**config.mk**
```make
export PLATFORM = sky130hd
export DESIGN_NAME = ram_arbiter
export DESIGN_NICKNAME = d
export VERILOG_FILES = /design/src/rtl/cpu_types_pkg.sv /design/src/rtl/ram_arbiter.sv
export SDC_FILE = /design/constraint.sdc
export NUM_CORES = 1
export LEC_CHECK = 0
export CORE_AREA = 2 2 104 106
export CTS_BUF_LIST = sky130_fd_sc_hd__clkbuf_8
export CTS_CLUSTER_DIAMETER = 120
export CTS_CLUSTER_SIZE = 40
export DETAILED_ROUTE_END_ITERATION = 7
export DIE_AREA = 0 0 106 108
export HOLD_SLACK_MARGIN = 0.08
export PLACE_DENSITY = 0.65
export SYNTH_ARGS = -nofsm -noshare
export SYNTH_HDL_FRONTEND = slang
export SYNTH_SLANG_ARGS = --single-unit
```
**constraint.sdc**
```tcl
create_clock -name CLK -period 3.5 [get_ports CLK]
set_clock_uncertainty 0.2 [all_clocks]
set_input_delay 0.7 -clock CLK [delete_from_list [all_inputs] [get_ports CLK]]
set_output_delay 0.7 -clock CLK [all_outputs]
set_load 0.01 [all_outputs]
```
**src/rtl/cpu_types_pkg.sv**
```systemverilog
// Shared CPU types: RAM handshake states, the memory word and the arbiter FSM states.
package cpu_types_pkg;

  typedef logic [31:0] word_t;

  typedef enum logic [1:0] {
    FREE   = 2'd0,
    BUSY   = 2'd1,
    ACCESS = 2'd2,
    ERROR  = 2'd3
  } ramstate_t;

  typedef enum logic [1:0] {
    IDLE = 2'd0,
    IGNT = 2'd1,
    DGNT = 2'd2
  } arb_state_t;

  localparam int STARVE_MAX_DEFAULT = 4;

endpackage

```
**src/rtl/ram_arbiter.sv**
```systemverilog
// Shares the single-port unified RAM between instruction fetch and data (LW/SW) ports.
// Data wins by default; a starvation counter forces an instruction grant.
module ram_arbiter
  import cpu_types_pkg::*;
#(
  parameter int ADDR_W     = 32,
  parameter int DATA_W     = 32,
  parameter int STARVE_MAX = STARVE_MAX_DEFAULT
) (
  input  logic              CLK,
  input  logic              nRST,
  input  logic              iREN,
  input  logic [ADDR_W-1:0] iaddr,
  output logic              iwait,
  output logic [DATA_W-1:0] iload,
  input  logic              dREN,
  input  logic              dWEN,
  input  logic [ADDR_W-1:0] daddr,
  input  logic [DATA_W-1:0] dstore,
  output logic              dwait,
  output logic [DATA_W-1:0] dload,
  output logic              ramREN,
  output logic              ramWEN,
  output logic [ADDR_W-1:0] ramaddr,
  output logic [DATA_W-1:0] ramstore,
  input  logic [DATA_W-1:0] ramload,
  input  ramstate_t         ramstate
);

  localparam int CNT_W = $clog2(STARVE_MAX + 1);
  localparam logic [CNT_W-1:0] CNT_MAX = CNT_W'(STARVE_MAX);

  arb_state_t       state_q, state_d;
  logic [CNT_W-1:0] starve_cnt_q, starve_cnt_d;
  logic             dreq;

  assign dreq = dREN | dWEN;

  always_comb begin
    state_d      = state_q;
    starve_cnt_d = starve_cnt_q;
    ramREN       = 1'b0;
    ramWEN       = 1'b0;
    ramaddr      = '0;
    ramstore     = '0;
    iload        = '0;
    dload        = '0;
    iwait        = iREN;
    dwait        = dreq;

    unique case (state_q)
      IDLE: begin
        if (dreq && !(iREN && starve_cnt_q == CNT_MAX)) begin
          state_d = DGNT;
          if (!iREN)
            starve_cnt_d = '0;
          else if (starve_cnt_q < CNT_MAX)
            starve_cnt_d = starve_cnt_q + CNT_W'(1);
        end else if (iREN) begin
          state_d      = IGNT;
          starve_cnt_d = '0;
        end
      end

      IGNT: begin
        if (!iREN) begin
          state_d = IDLE;
        end else begin
          ramREN  = 1'b1;
          ramaddr = iaddr;
          if (ramstate == ACCESS) begin
            iwait   = 1'b0;
            iload   = ramload;
            state_d = IDLE;
          end
        end
      end

      DGNT: begin
        if (!dreq) begin
          state_d = IDLE;
        end else begin
          ramaddr = daddr;
          // A simultaneous dREN/dWEN is a store; only plain loads return data.
          if (dWEN) begin
            ramWEN   = 1'b1;
            ramstore = dstore;
          end else begin
            ramREN = 1'b1;
          end
          if (ramstate == ACCESS) begin
            dwait   = 1'b0;
            dload   = dWEN ? '0 : ramload;
            state_d = IDLE;
          end
        end
      end

      default: state_d = IDLE;
    endcase
  end

  always_ff @(posedge CLK) begin
    if (!nRST) begin
      state_q      <= IDLE;
      starve_cnt_q <= '0;
    end else begin
      state_q      <= state_d;
      starve_cnt_q <= starve_cnt_d;
    end
  end

endmodule

```
==> results.cfg <==
[status]
status = complete, no violations

[global_routing]
grt_pass1_wl_mm = 14.3
antenna_found_initial = 0
gr-total-overflow = 0
grt_use_total_pct = 15.3
grt_max_degree = 39
grt_pass1_vias = 2634

[worst_setup_path]
crit_slowest_cell = clkdlybuf4s50_1
critical-path-top-delay-family = buffers and inverters
critPathMaxStageDelay_ps = 550
path_cells = clkdlybuf4s50_1 -> o21a_1 -> buf_12 -> a22oi_1 -> nor2b_1 -> clkdlybuf4s50_1
arrival_ps = 2470
crit_type = input port to output port
start_kind = input port
path_buf_inv = 3
critPathCaptureType = output port
crit_required_ps = 2600
critPathMostFrequentCell = clkdlybuf4s50_1
crit_fanout = 33

[synth]
synth-main-ff-cell = dfxtp_1
seq_area_frac_synth_pct = 6.23
synth.most_common_cell = and3_1
ys_seq_elements = 5
synth_edf_count = 0
syn_nets = 382
yosysWarnings = 0
syn_avg_cell_area_um2 = 6.67
yosys.area.top_type = and3_1
synth_cells = 241
ys_types = 31
syn_area_mm2 = 0.00161
synthArstFlopShare_pct = 0
yosys-top-cells-area = and3_1, a22oi_1, and2_1
synth_common_cells = and3_1, and2_1, nor2b_1, a22oi_1, clkbuf_1
synth.top_cell.area_share_pct = 24.9

[route]
routed_via_density = 4.38
num_vias = 2761
ant_nets = 0
avgRoutedWirePerCell_um = 15.5
route.detailed.drc = 0
drt_iter0_markers = 185
drt_pass1_iterations = 7
wirelength_mm = 9.75

[timing]
hold_viol = 0
drv_slew = 0
timing.final.crit_period_ps = 3370
fin_ws_ps = 130
rsz0062_at_grt = false
hold_ws_ps = 289
min_period_over_period_pct = 96.3
timing.fmax_mhz = 297
slew_headroom_pct = 80.5
setup_viol = 0
worstMarginPinSlew_ps = 291
finalSetupTns_ps = 0

[finish]
fin_nets = 636
antenna_cells = 0
final_util_pct = 44.0
stdcell_count = 630
drive_above_1_share_pct = 3.44
area_delta_synth_final_pct = 180

[placement]
pre_cts_slack_ps = 88.4
globalplace.congestion = 0.828
hpwlAfterDp_mm = 7.88
io_buffer_count = 266
placedCellCount = 626

[pwr]
power.density_mw_per_mm2 = 127
power.leakage_nw = 1.79
ir_drop_mv = 0.181

[floorplanning]
start_util_pct = 15.7
design.portCount = 267
fp.coreArea_mm2 = 0.0102
die_w_um = 106
dieArea_mm2 = 0.0114
core.rowCount = 37
die_y_um = 108

[clock_network]
htreeDepth = 1
cts_root_buf = clkbuf_8
cts.sinks = 5
clock_path_buffers = 2
tritoncts = done
clk_pin_slew_ps = 30
clock_latency_ps = 220
postCtsSetupBuffers = 0
cts_made_buffers = 3

[flow_run]
maxCapViolations = 0

[worst_hold_path]
hold_path.class = register to register
[worst min-delay path, stage by stage, from the launching register on]
cell,delay (ps)
dfxtp_1,310
nand2_1,60
o22ai_1,60
[where the power goes]
part / leakage, nW / internal (mW) / switching (mW) / total (mW)
clock: 0.0269 / 0.0752 / 0.0285 / 0.104
combinational: 1.72 / 0.257 / 0.146 / 0.404
sequential: 0.0408 / 0.0607 / 0.00343 / 0.0641
[registers in the layout (all words and copies together) (netlist names)]
name	flops
starve_cnt_q	3
state_q	2
[logic make-up after synthesis]
kind of cell | share of synthesized area (%)
AO/OA/AOI/OAI | 22.9
adder cells (fa/ha/maj) | 4.67
AND/OR/NAND/NOR | 56.4
buffers and inverters | 9.81
flip-flops | 6.23
[layer usage]
| metal | routed length, um | GRT usage [%] | part of all wire, % |
|---|---|---|---|
| met1 | 3840 | 17.8 | 39 |
| met2 | 5220 | 29.9 | 54 |
| met3 | 637 | 2.41 | 6.5 |
| met4 | 42 | 1.97 | 0.43 |
| met5 | 0 | 0 | 0 |
[layout by cell type (no fill, tap or decap), types with 2 or more instances in the layout]
cell type and n:
inv_1 7, nand2_1 6, a22oi_1 32, nor2_1 2, and3_1 64, o22ai_1 3
a32o_1 3, and2_1 34, clkbuf_8 3, dfxtp_1 5, ha_1 6, buf_12 5
nor2b_1 32, o21a_1 3, a21boi_0 2, clkdlybuf4s50_1 266, buf_4 6
[worst paths after layout]
kind / cells after the start / end / from / slack [ps]
worst max register to register: 6 / state_q[1] / state_q[0] / 1700
worst max-delay path: 6 / ramaddr[22] / dREN / 130
worst min register to register: 2 / starve_cnt_q[1] / starve_cnt_q[1] / 290
worst min-delay path: 2 / starve_cnt_q[1] / starve_cnt_q[1] / 290
[final cells by class]
cell class                 instances  area (um2)
fill                            1022        5730
clock inverter                     1        3.75
inverter                           6        22.5
multi-input combinational        202        1360
sequential                         5         100
timing repair buffer             277        2810
clock buffer                       3        41.3
tap                              136         170
[metrics by stage]
stage / cell area [um2] / total power [mW]
final: 4500 / 0.571
after global placement: 4450 / 0.462
after CTS: 4500 / 0.578
after floorplan: 1610 / 0.204
after detailed placement: 4450 / 0.467
after global routing: 4500 / 0.608
[what timing repair did]
item,in CTS,in global routing
resized for setup,0,1
endpoints found under the setup margin,0,2
hold buffers,0,0
Note: power is estimated with default switching activity, not from simulation.
